<file path="src/rtl/rs_pkg.sv">
// Shared definitions for the Reed-Solomon syndrome path.
//   - Default field/code parameters: GF(2^4), n=15, 2t=4, x^4+x+1.
//   - gf_alpha_pow(j): alpha^j in the field built from the primitive polynomial.
//   - state_e: syndrome calculator FSM states.
package rs_pkg;

    localparam int         SYM_WIDTH_DEF = 4;
    localparam int         N_SYMBOLS_DEF = 15;
    localparam int         NSYN_DEF      = 4;
    localparam logic [4:0] PRIM_POLY_DEF = 5'h13;

    typedef enum logic {
        ACCUM = 1'b0,
        HOLD  = 1'b1
    } state_e;

    // alpha^j for alpha = x, by repeated multiply-by-x with reduction.
    // prim_poly carries the x^m term, so the XOR also clears the overflow bit.
    function automatic logic [31:0] gf_alpha_pow(
        input int          j,
        input int          sym_width = SYM_WIDTH_DEF,
        input logic [32:0] prim_poly = 33'(PRIM_POLY_DEF)
    );
        logic [31:0] p;
        p = 32'd1;
        for (int k = 0; k < j; k++) begin
            p = p << 1;
            if (p[sym_width]) begin
                p = p ^ prim_poly[31:0];
            end
        end
        return p;
    endfunction

endpackage

</file>
<file path="src/rtl/rs_syndrome_calc_gf_mul_const.sv">
// Combinational GF(2^SYM_WIDTH) multiply by a compile-time constant.
//   a : field element input
//   y : a * CONST, reduced by PRIM_POLY
module gf_mul_const #(
    parameter int                   SYM_WIDTH = 4,
    parameter logic [SYM_WIDTH:0]   PRIM_POLY = 5'h13,
    parameter logic [SYM_WIDTH-1:0] CONST     = 1
) (
    input  logic [SYM_WIDTH-1:0] a,
    output logic [SYM_WIDTH-1:0] y
);

    // Multiply by x with modular reduction.
    function automatic logic [SYM_WIDTH-1:0] xtime(input logic [SYM_WIDTH-1:0] x);
        logic [SYM_WIDTH-1:0] r;
        r = {x[SYM_WIDTH-2:0], 1'b0};
        if (x[SYM_WIDTH-1]) begin
            r = r ^ PRIM_POLY[SYM_WIDTH-1:0];
        end
        return r;
    endfunction

    // Horner over the constant's bits, MSB first: acc = acc*x + CONST[i]*a.
    always_comb begin
        logic [SYM_WIDTH-1:0] acc;
        acc = '0;
        for (int i = SYM_WIDTH - 1; i >= 0; i--) begin
            acc = xtime(acc);
            if (CONST[i]) begin
                acc = acc ^ a;
            end
        end
        y = acc;
    end

endmodule

</file>
<file path="src/rtl/rs_syndrome_calc.sv">
// Streaming Reed-Solomon syndrome calculator.
// Evaluates the received polynomial (highest-degree symbol first) at
// alpha^1..alpha^NSYN with Horner's rule, one symbol per accepted cycle.
// Ports:
//   clk, rst_n      : clock, synchronous active-low reset
//   sym_valid/ready : symbol input handshake; sym_in data, sym_last frame end
//   syn_valid/ready : result handshake
//   syndromes       : S_j in bits [j*SYM_WIDTH-1 -: SYM_WIDTH], S_1 in LSBs
//   error_detected  : any S_j nonzero (qualified by syn_valid)
//   length_error    : sym_last disagreed with the symbol count of the frame
module rs_syndrome_calc
    import rs_pkg::*;
#(
    parameter int                 SYM_WIDTH = SYM_WIDTH_DEF,
    parameter int                 N_SYMBOLS = N_SYMBOLS_DEF,
    parameter int                 NSYN      = NSYN_DEF,
    parameter logic [SYM_WIDTH:0] PRIM_POLY = (SYM_WIDTH+1)'(PRIM_POLY_DEF)
) (
    input  logic                      clk,
    input  logic                      rst_n,
    input  logic                      sym_valid,
    output logic                      sym_ready,
    input  logic [SYM_WIDTH-1:0]      sym_in,
    input  logic                      sym_last,
    output logic                      syn_valid,
    input  logic                      syn_ready,
    output logic [NSYN*SYM_WIDTH-1:0] syndromes,
    output logic                      error_detected,
    output logic                      length_error
);

    localparam int CNT_W = (N_SYMBOLS > 1) ? $clog2(N_SYMBOLS) : 1;

    state_e               state_p0;
    logic [CNT_W-1:0]     sym_cnt_p0;
    logic [SYM_WIDTH-1:0] syn_p0 [NSYN];
    logic [SYM_WIDTH-1:0] syn_mul [NSYN];
    logic                 len_err_p0;

    logic accept;
    logic cnt_at_end;
    logic frame_close;

    assign sym_ready   = (state_p0 == ACCUM);
    assign syn_valid   = (state_p0 == HOLD);
    assign accept      = sym_valid && sym_ready;
    assign cnt_at_end  = (sym_cnt_p0 == CNT_W'(N_SYMBOLS - 1));
    assign frame_close = accept && (sym_last || cnt_at_end);

    // Per-syndrome constant multipliers: S_j * alpha^j.
    for (genvar j = 0; j < NSYN; j++) begin : g_mul
        gf_mul_const #(
            .SYM_WIDTH (SYM_WIDTH),
            .PRIM_POLY (PRIM_POLY),
            .CONST     (SYM_WIDTH'(gf_alpha_pow(j + 1, SYM_WIDTH, 33'(PRIM_POLY))))
        ) u_mul (
            .a (syn_p0[j]),
            .y (syn_mul[j])
        );
    end

    // Stage p0: FSM, symbol counter, syndrome accumulators.
    always_ff @(posedge clk) begin
        if (!rst_n) begin
            state_p0   <= ACCUM;
            sym_cnt_p0 <= '0;
            len_err_p0 <= 1'b0;
            for (int j = 0; j < NSYN; j++) begin
                syn_p0[j] <= '0;
            end
        end else begin
            case (state_p0)
                ACCUM: begin
                    if (accept) begin
                        for (int j = 0; j < NSYN; j++) begin
                            syn_p0[j] <= syn_mul[j] ^ sym_in;
                        end
                        if (frame_close) begin
                            // Counter is held at the close; the handshake clears it.
                            state_p0   <= HOLD;
                            len_err_p0 <= (sym_last != cnt_at_end);
                        end else begin
                            sym_cnt_p0 <= sym_cnt_p0 + CNT_W'(1);
                        end
                    end
                end
                HOLD: begin
                    if (syn_ready) begin
                        state_p0   <= ACCUM;
                        sym_cnt_p0 <= '0;
                        len_err_p0 <= 1'b0;
                        for (int j = 0; j < NSYN; j++) begin
                            syn_p0[j] <= '0;
                        end
                    end
                end
                default: state_p0 <= ACCUM;
            endcase
        end
    end

    always_comb begin
        syndromes = '0;
        for (int j = 0; j < NSYN; j++) begin
            syndromes[j*SYM_WIDTH +: SYM_WIDTH] = syn_p0[j];
        end
    end

    assign error_detected = syn_valid && (|syndromes);
    assign length_error   = len_err_p0;

endmodule

</file>
<file path="config.mk">
export PLATFORM = sky130hd
export DESIGN_NAME = rs_syndrome_calc
export DESIGN_NICKNAME = d
export VERILOG_FILES = /design/src/rtl/rs_pkg.sv /design/src/rtl/rs_syndrome_calc_gf_mul_const.sv /design/src/rtl/rs_syndrome_calc.sv
export SDC_FILE = /design/constraint.sdc
export NUM_CORES = 1
export LEC_CHECK = 0
export CAP_MARGIN = 20
export CORE_MARGIN = 4
export CORE_UTILIZATION = 37
export CTS_CLUSTER_DIAMETER = 30
export DETAILED_ROUTE_END_ITERATION = 12
export GPL_TIMING_DRIVEN = 0
export RECOVER_POWER = 50
export SKIP_LAST_GASP = 1
export SLEW_MARGIN = 20
export SYNTH_ARGS = -nofsm -noshare
export SYNTH_HDL_FRONTEND = slang
export SYNTH_SLANG_ARGS = --single-unit
</file>
<file path="constraint.sdc">
create_clock -name clk -period 1.6 [get_ports clk]
set_input_delay 0.4 -clock clk [delete_from_list [all_inputs] [get_ports clk]]
set_output_delay 0.4 -clock clk [all_outputs]
set_load 0.01 [all_outputs]
</file>
==> results_dict.tcl <==
set metrics [dict create \
    synth-seq-cells 22 \
    io_pins 29 \
    violations "setup timing" \
    grt_setup_unrepaired "yes" \
    drv_slew 0 \
    cts_hold_buffers 0 \
    crit_fanout 2 \
    crit_family "simple AND/OR/NAND/NOR gates" \
    hold_violations 0 \
    utilization_pct 53.2 \
    setup_slack_ns -0.357 \
    overflow 0 \
    cts_tree "done" \
    synthFlopType "dfxtp_1" \
    required_ns 1.20 \
    syn_area_sq_um 1220 \
    grt_pass1_vias 1037 \
    synth_enable_flop_cells 8 \
    slowest_stage "or4_4" \
    fp-row-count 20 \
    clock_tree.buffer_depth 2 \
    ys_warn_count 0 \
    final_cells 206 \
    final_antenna_net_count 0 \
    drt_wl_total_mm 2.81 \
    vias 977 \
    die_area_sq_um 4270 \
    max_stage_delay_ns 0.52 \
    drt_iter0_drc 29 \
    place.gp.congestion 0.775 \
    synth_area_leaders "dfxtp_1, edfxtp_1, xnor2_1" \
    io_buffers 26 \
    placed_area_sq_um 1530 \
    crit_chain "or4_4 -> nor3_4 -> a31oi_1 -> buf_2" \
    fmax_mhz 511 \
    fillers 317 \
    fin_crit_ns 1.96 \
    die_w_um 65.4 \
    skew_ns 0.00510 \
    avgSynthCellArea_sq_um 9.90 \
    nets 178 \
    tns_ns -1.88 \
    grt_first_pass_wirelength_mm 4.74 \
    firstDrtPassIters 4 \
    tightest_slew_ns 0.324 \
    worstSetupPathType "reg -> out" \
    netlist-cell-type-count 36 \
    peakVddDrop_uv 467 \
    initial_utilization_pct 39.2 \
    via_per_inst 4.74 \
    cp-end-kind "primary output" \
    power.density_nw_per_um2 863 \
    status "finished with violations" \
    setup_viol 20 \
    ys_seq_area_share_pct 42.8 \
    grtUsageTotal_pct 14.4 \
    async_flop_share_pct 0 \
    crit_buf_inv 1 \
    syn-num-nets 138 \
    dp_cells 193 \
    drive_above_1_share_pct 21.0 \
    slew_headroom_pct 78.3 \
    cts.sinks 22 \
    synth_top_area_share_pct 23.0 \
    die_h_um 65.4 \
    period_share_pct 122 \
    hpwlAfterDp_mm 1.99 \
    cts_root_buffer "clkbuf_4" \
    stdcell_area_sq_um 1650 \
    clkLatencyLatePin_ns 0.30 \
    fp.coreArea_sq_um 3100 \
    clkTransAtPathRegs_ns 0.12 \
    arrival_ns 1.56 \
    diodes 0 \
    leakagePower_nw 0.707 \
    wl_per_cell_um 13.6 \
    cp-start-kind "flip-flop" \
    syn_inst 123 \
    h-tree-depth 1 \
    drc 0 \
    hp-class "in -> reg" \
    cts_made_buffers 3 \
    synth_top_area_cell "dfxtp_1" \
    grt_max_degree 13 \
    area_growth_pct 35.6 \
    maxCapViolations 0 \
    synthTopCellsByCount "dfxtp_1, xnor2_1, nor2_1" \
    antenna_found_initial 0 \
]
==> repair_timing <==
action                                  in CTS  in global routing
pin swaps                                    2                  3
endpoints found under the setup margin      21                  7
buffers inserted                             8                  1
resized for setup                           44                  7
==> cell families (layout without fill, tap and decap cells) <==
logic type | after synthesis | count (layout) | share of synthesized area [%]
adders and majority gates | 6 | 6 | 6.17
buffers and inverters | 16 | 55 | 5.45
xor gates and xnor gates | 20 | 20 | 15.6
and+or+nand+nor | 40 | 40 | 19.2
DFF | 22 | 22 | 42.8
AOI/OAI and AO/OA | 19 | 19 | 10.8
==> power by group <==
group	internal, mW	switching (mW)	leakage, nW
combinational	0.233	0.200	0.480
sequential	0.639	0.0472	0.206
clock	0.139	0.167	0.0210
total	1.01	0.414	0.707
==> worst min-delay path: stages <==
cell and delay [ns]:
buf_2 0.15, xnor2_1 0.15, o2bb2ai_1 0.06
==> cell usage in the layout, fill, tap and decap left out, types with 2 or more instances in the layout <==
master,count
o22ai_1,3
a31oi_1,2
clkbuf_4,3
nand2b_1,2
xnor2_1,14
a21oi_1,4
o21ai_0,2
nor3_1,3
edfxtp_1,8
buf_4,10
dfxtp_1,8
dfxtp_4,5
nand2_1,4
nand3_1,3
dlygate4sd2_1,16
nor2_1,12
ha_1,5
o2bb2ai_1,5
inv_2,2
buf_2,3
clkdlybuf4s50_1,5
clkdlybuf4s15_1,2
inv_1,10
or3_1,2
xor2_1,5
==> registers in the layout (all words and copies together), names as in the netlist <==
register / cells
syn_p0: 16
length_error: 1
sym_cnt_p0: 4
syn_valid: 1
==> path summary, 6_finish.rpt <==
| check | from | end | slack, ns | depth (start not counted) |
|---|---|---|---|---|
| hold reg to reg | length_error | length_error | 0.51 | 2 |
| hold / removal | sym_in[2] | syn_p0[0][2] | 0.49 | 3 |
| setup / recovery | syn_p0[0][3] | error_detected | -0.36 | 4 |
| setup reg to reg | sym_cnt_p0[0] | sym_cnt_p0[3] | -0.09 | 7 |
==> layer usage <==
metal / part of all wire [%] / vias to the layer above / global-route usage, %
met2: 49 / 21 / 24.3
met3: 4.7 / 2 / 2.74
met4: 0.85 / 0 / 4.66
li1: - / 497 / -
met1: 45 / 457 / 18.5
met5: 0 / - / 0
==> cell type report <==
class                      instances  area (sq um)  area share [%]
timing repair buffer              35           304            18.4
clock buffer                       4          36.3            2.20
multi-input combinational         85           648            39.3
buffer                             4          21.3            1.29
inverter                          12          45.0            2.73
tap                               44          55.1            3.34
sequential                        22           541            32.8
==> stage by stage <==
step	setup slack (ns)	power [mW]	hold slack, ns
finish	-0.357	1.42	0.487
global route	-0.451	1.53	0.494
CTS	-0.436	1.45	0.472
detailed placement	-0.496	1.11	0.496
global placement	-0.490	1.11	0.474
floorplan	0.0755	0.942	0.458
No activity file was read; power rests on OpenSTA's default activity.
==> RTL change 1, RTL diff (config.mk and constraints unchanged) <==
`SYM_WIDTH_DEF`: 4 -> 6.
--- a/src/rtl/rs_pkg.sv
+++ b/src/rtl/rs_pkg.sv
@@ -6,3 +6,3 @@
 
-    localparam int         SYM_WIDTH_DEF = 4;
+    localparam int         SYM_WIDTH_DEF = 6;
     localparam int         N_SYMBOLS_DEF = 15;
Ports: changed (resized sym_in and syndromes); port bits go from 29 to 39. No check against the original RTL was run, so the function may have changed too.
==> RTL change 1 against the unedited design <==
  * The run still ends with negative setup slack left
  * Worst hold slack better by 0.0099 ns
  * Worst setup slack got worse by 0.12 ns
  * Synthesized area grew 31%
  * Combinational power grew 120%
  * Sequential power up 55%
  * First-iteration DRC count down 3.4%
  * Routed wire length grew 44%
  * Sequential cell count up 8
  * Synthesized cell count rose by 30%
  * Global-route usage grew 1.5 points
  * Utilization up 2.3 points
  * Power rose by 81%
  * Final area up 37%
==> RTL change 1: results (changes against the unedited design) <==
outcome:
  status: "finished, violations left"  # unchanged
  violations: "negative setup slack"  # unchanged
drt:
  vias: 1283  # was 977
  routedWlPerCell_um: 15.2  # was 13.6 µm
  drt_iter0_markers: 28  # was 29
hold_path:
  hold_class: "flip-flop to flip-flop"  # was input port to flip-flop
  hold_depth: 1  # was 3
clocking:
  post_cts_buffers: 9  # was 8
  htree_levels: 2  # was 1
  cts.clk_slew.worst_paths_ns: 0.06  # was 0.12 ns
  clockRootBuffer: "clkbuf_8"  # was clkbuf_4
  numCtsBuffers: 5  # was 3
  clock_latency_ns: 0.27  # was 0.30 ns
placed_design:
  routabilityCongestion: 0.805  # was 0.775
  dp_hpwl_mm: 2.89  # was 1.99 mm
timing:
  fin_skew_ns: 0.00334  # was 0.00510 ns
  slew_headroom: 0.703  # was 0.783
  fin_ws_ns: -0.476  # was -0.357 ns
  hold_ws_ns: 0.497  # was 0.487 ns
  setup_viol_count_final: 36  # was 20
logic_synthesis:
  synthTopCellsByArea: "dfxtp_1 23%, edfxtp_1 23%, xnor2_1 19%"  # was dfxtp_1 23%, edfxtp_1 20%, xnor2_1 10%
  syn_nets: 177  # was 138
  synth_fa_ha_area_frac: 0.0470  # was 0.0617
  ys_types: 29  # was 36
  synth_commonest_cells: "34 x xnor2_1, 18 x dfxtp_1, 18 x nor2_1"  # was 14 x dfxtp_1, 14 x xnor2_1, 12 x nor2_1
  yosysSeqAreaShare: 0.451  # was 0.428
  synthXorXnorAreaFrac: 0.236  # was 0.156
worst_setup_path:
  r2r_slack_ns: -0.03  # was -0.09 ns
grt:
  grt_pass1_wl_mm: 6.44  # was 4.74 mm
  grt_usage: 0.160  # was 0.144
  grt_max_degree: 11  # was 13
power_and_ir_drop:
  ir_worst_vdd_mv: 0.656  # was 0.467 mV
final_layout:
  largestRegisters: "syn_p0 (24), sym_cnt_p0 (4)"  # was syn_p0 (16), sym_cnt_p0 (4)
  nets: 231  # was 178
==> RTL change 1: cell types whose count changed after synthesis, moves of 4 or more <==
cell	change
xnor2_1	+20
nor2_1	+6
clkbuf_1	+4
dfxtp_1	+4
edfxtp_1	+4
o2bb2ai_1	+4
xor2_1	+4
==> RTL change 1: routing by layer <==
metal / global-route usage / wire length [µm] / vias up / part of all wire
met3: 0.0602 / 219 / 6 / 0.054
li1: - / - / 645 / -
met5: 0 / 0 / - / 0
met4: 0.0523 / 46 / 0 / 0.011
met1: 0.194 / 1810 / 598 / 0.45
met2: 0.259 / 1960 / 34 / 0.49
==> RTL change 1: worst max-delay path by stage <==
| stage | start | to | cells after the start |
|---|---|---|---|
| 2_1_floorplan | syn_p0[2][4] | error_detected | 6 |
| 3_3_place_gp | syn_p0[2][4] | error_detected | 7 |
| 3_5_place_dp | syn_p0[2][4] | error_detected | 7 |
| 4_1_cts | syn_p0[2][4] | error_detected | 7 |
| 5_1_grt | syn_p0[2][4] | error_detected | 7 |
| 6_report | syn_p0[3][0] | error_detected | 4 |
==> RTL change 1: power by group through the flow <==
| stage | clock network, W | logic, W | registers [W] |
|---|---|---|---|
| 4_1_cts | 0.000592 | 0.000938 | 0.00106 |
| 2_1_floorplan | 0 | 0.000517 | 0.00109 |
| 3_5_place_dp | 0 | 0.000885 | 0.00107 |
| 6_report | 0.000568 | 0.000943 | 0.00106 |
| 3_3_place_gp | 0 | 0.000865 | 0.00107 |
| 5_1_grt | 0.000635 | 0.00104 | 0.00108 |
==> RTL change 1: kinds of logic after synthesis <==
family,Yosys count
adders and majority gates,6
buffers and inverters,18
xor gates and xnor gates,43
DFF,30
AOI/OAI and AO/OA,23
and+or+nand+nor,40
==> RTL change 1: final cells by class <==
cell class | count | area [µm²] | area share
Sequential cell | 30 | 742 | 0.327
Inverter | 12 | 48.8 | 0.0215
Timing Repair Buffer | 47 | 405 | 0.179
Tap cell | 50 | 62.6 | 0.0276
Buffer | 6 | 33.8 | 0.0149
Clock buffer | 8 | 80.1 | 0.0353
Multi-Input combinational cell | 112 | 893 | 0.394
==> RTL change 1: worst max-delay path, stage by stage (launching register included) <==
cell     delay (ns)
dfxtp_2        0.32
or4_4          0.54
nor4_4         0.23
a31oi_1        0.14
buf_2          0.17
==> RTL change 1: through the flow <==
stage | std cells | power [W] | setup TNS [ns] | util | cell area (µm²)
CTS | 262 | 0.00259 | -0.660 | 0.543 | 2220
global placement | 245 | 0.00193 | -14.16 | 0.492 | 2010
global route | 265 | 0.00275 | -10.46 | 0.555 | 2270
detailed placement | 245 | 0.00196 | -14.81 | 0.492 | 2010
floorplan | 160 | 0.00161 | -0.0332 | - | 1600
finish | 265 | 0.00257 | -7.49 | 0.555 | 2270
==> RTL change 2, RTL diff (config.mk and constraints unchanged) <==
Without the edit above. Register the output `error_detected`, without a reset; this adds one clock of latency there. The other outputs are not delayed to match.
--- a/src/rtl/rs_syndrome_calc.sv
+++ b/src/rtl/rs_syndrome_calc.sv
@@ -108,3 +108,5 @@
 
-    assign error_detected = syn_valid && (|syndromes);
+    always_ff @(posedge clk) begin
+        error_detected <= syn_valid && (|syndromes);
+    end
     assign length_error   = len_err_p0;
Formal check against the unedited RTL: not equivalent (Yosys sat finds a counterexample within 4 cycles, from zero or initial values and one cycle with rst_n low).
==> RTL change 2 against the unedited design <==
  * Routed wire length fell by 4.7%
  * First-iteration DRC count did not move
  * Power fell by 2.9%
  * Final cell count rose by 3.9%
  * Utilization fell by 0.16 points
  * Clock skew fell by 0.0015 ns
  * Sequential cell count rose by 1
  * Critical path depth fell by 1
  * Worst setup slack improved by 0.40 ns
  * Clock power fell by 11%
  * Final area fell by 0.30%
  * Sequential power rose by 3.1%
  * Synthesized area rose by 0.92%
==> RTL change 2: results (changes against the unedited design) <==
outcome:
  status: "finished clean"  # was finished, violations left
logic_synthesis:
  syn_area_per_cell_um2: 9.52  # was 9.90 µm²
  yosysSeqAreaShare: 0.440  # was 0.428
  synth_commonest_cells: "16 x xnor2_1, 15 x dfxtp_1, 14 x nor2_1"  # was 14 x dfxtp_1, 14 x xnor2_1, 12 x nor2_1
  synthTopCellsByArea: "dfxtp_1 24%, edfxtp_1 20%, xnor2_1 11%"  # was dfxtp_1 23%, edfxtp_1 20%, xnor2_1 10%
  syn_nets: 144  # was 138
worst_setup_path:
  critPathTopFamily: "buffers and inverters"  # was simple AND/OR/NAND/NOR gates
  cp_slowest_cell: "dfxtp_2"  # was or4_4
  critPathLaunch: "syn_valid"  # was syn_p0[0][3]
  endpoint: "sym_ready"  # was error_detected
  cp.arrival_ns: 1.16  # was 1.56 ns
  r2r_slack_ns: 0.04  # was -0.09 ns
  critical_path.max_stage_delay_ns: 0.36  # was 0.52 ns
  crit_fanout: 10  # was 2
  r2r_end: "sym_cnt_p0[3]"  # unchanged
placed_design:
  dp_hpwl_mm: 2.01  # was 1.99 mm
  place_area_um2: 1550  # was 1530 µm²
  dp_cells: 200  # was 193
  io_buffers: 27  # was 26
  place_ws_ns: -0.252  # was -0.496 ns
  routabilityCongestion: 0.781  # was 0.775
clocking:
  cts.clk_slew.worst_paths_ns: 0.13
  clkSinkCount: 23  # was 22
  ctsResizeCount: 31  # was 44
drt:
  routed.top_layer: "met4"  # unchanged
  wl_met3_um: 98  # was 132 µm
  drt_iter0_markers: 29  # unchanged
  wl_mm: 2.68  # was 2.81 mm
  wl_met1_mm: 1.29  # was 1.27 mm
  routed_via_density: 4.71  # was 4.74
  wl_met2_mm: 1.25  # was 1.38 mm
timing:
  fin_crit_sh: 0.975  # was 1.22
  fin_skew_ns: 0.00362  # was 0.00510 ns
  worstMarginPinSlew_ns: 0.495  # was 0.324 ns
  hold_ws_ns: 0.501  # was 0.487 ns
final_layout:
  fillCellCount: 332  # was 317
  drive_above_1_share: 0.159  # was 0.210
  fin_cells: 214  # was 206
  nets: 186  # was 178
hold_path:
  hold_class: "flip-flop to flip-flop"  # was input port to flip-flop
  hold_depth: 2  # was 3
  hp-start: "syn_p0[3][2]"  # was sym_in[2]
  hold_path_end: "syn_p0[3][2]"  # was syn_p0[0][2]
grt:
  gr-usage-met3: 0.0256  # was 0.0274
  use_met2: 0.223  # was 0.243
  grt_pass1_wl_mm: 4.73  # was 4.74 mm
  grt_usage: 0.141  # was 0.144
  grt_max_degree: 13  # unchanged
  first_global_vias: 1045  # was 1037
  use_met1: 0.192  # was 0.185
power_and_ir_drop:
  ir_worst_vdd_mv: 0.448  # was 0.467 mV
  comb_power_w: 0.000406  # was 0.000433 W
  p_int_w: 0.000975  # was 0.00101 W
  p_clk_frac: 0.195  # was 0.214
  power_w: 0.00138  # was 0.00142 W
  power_leakage_nw: 0.696  # was 0.707 nW
[RTL change 2: cell count changes in the layout (fill, tap and decap cells not counted), sizes merged, moves of 3 or more]
cell,unedited run,this run
inv,12,9
nand2,4,9
nor3,4,1
o21ai,2,11
o2bb2ai,5,0
[RTL change 2: final cells by class]
| class | instances | area [µm²] | share of cell area |
|---|---|---|---|
| tap | 44 | 55.1 | 0.0335 |
| multi-input combinational | 91 | 611 | 0.371 |
| sequential | 23 | 548 | 0.333 |
| clock buffer | 4 | 26.3 | 0.0160 |
| inverter | 11 | 50.0 | 0.0304 |
| buffer | 4 | 31.3 | 0.0190 |
| timing repair buffer | 37 | 324 | 0.197 |
[RTL change 2: kinds of logic after synthesis]
kind of cell	share of synthesized area
AOI/OAI and AO/OA	0.111
adders and majority gates	0.0611
DFF	0.440
buffers and inverters	0.0631
xor gates and xnor gates	0.150
and+or+nand+nor	0.175
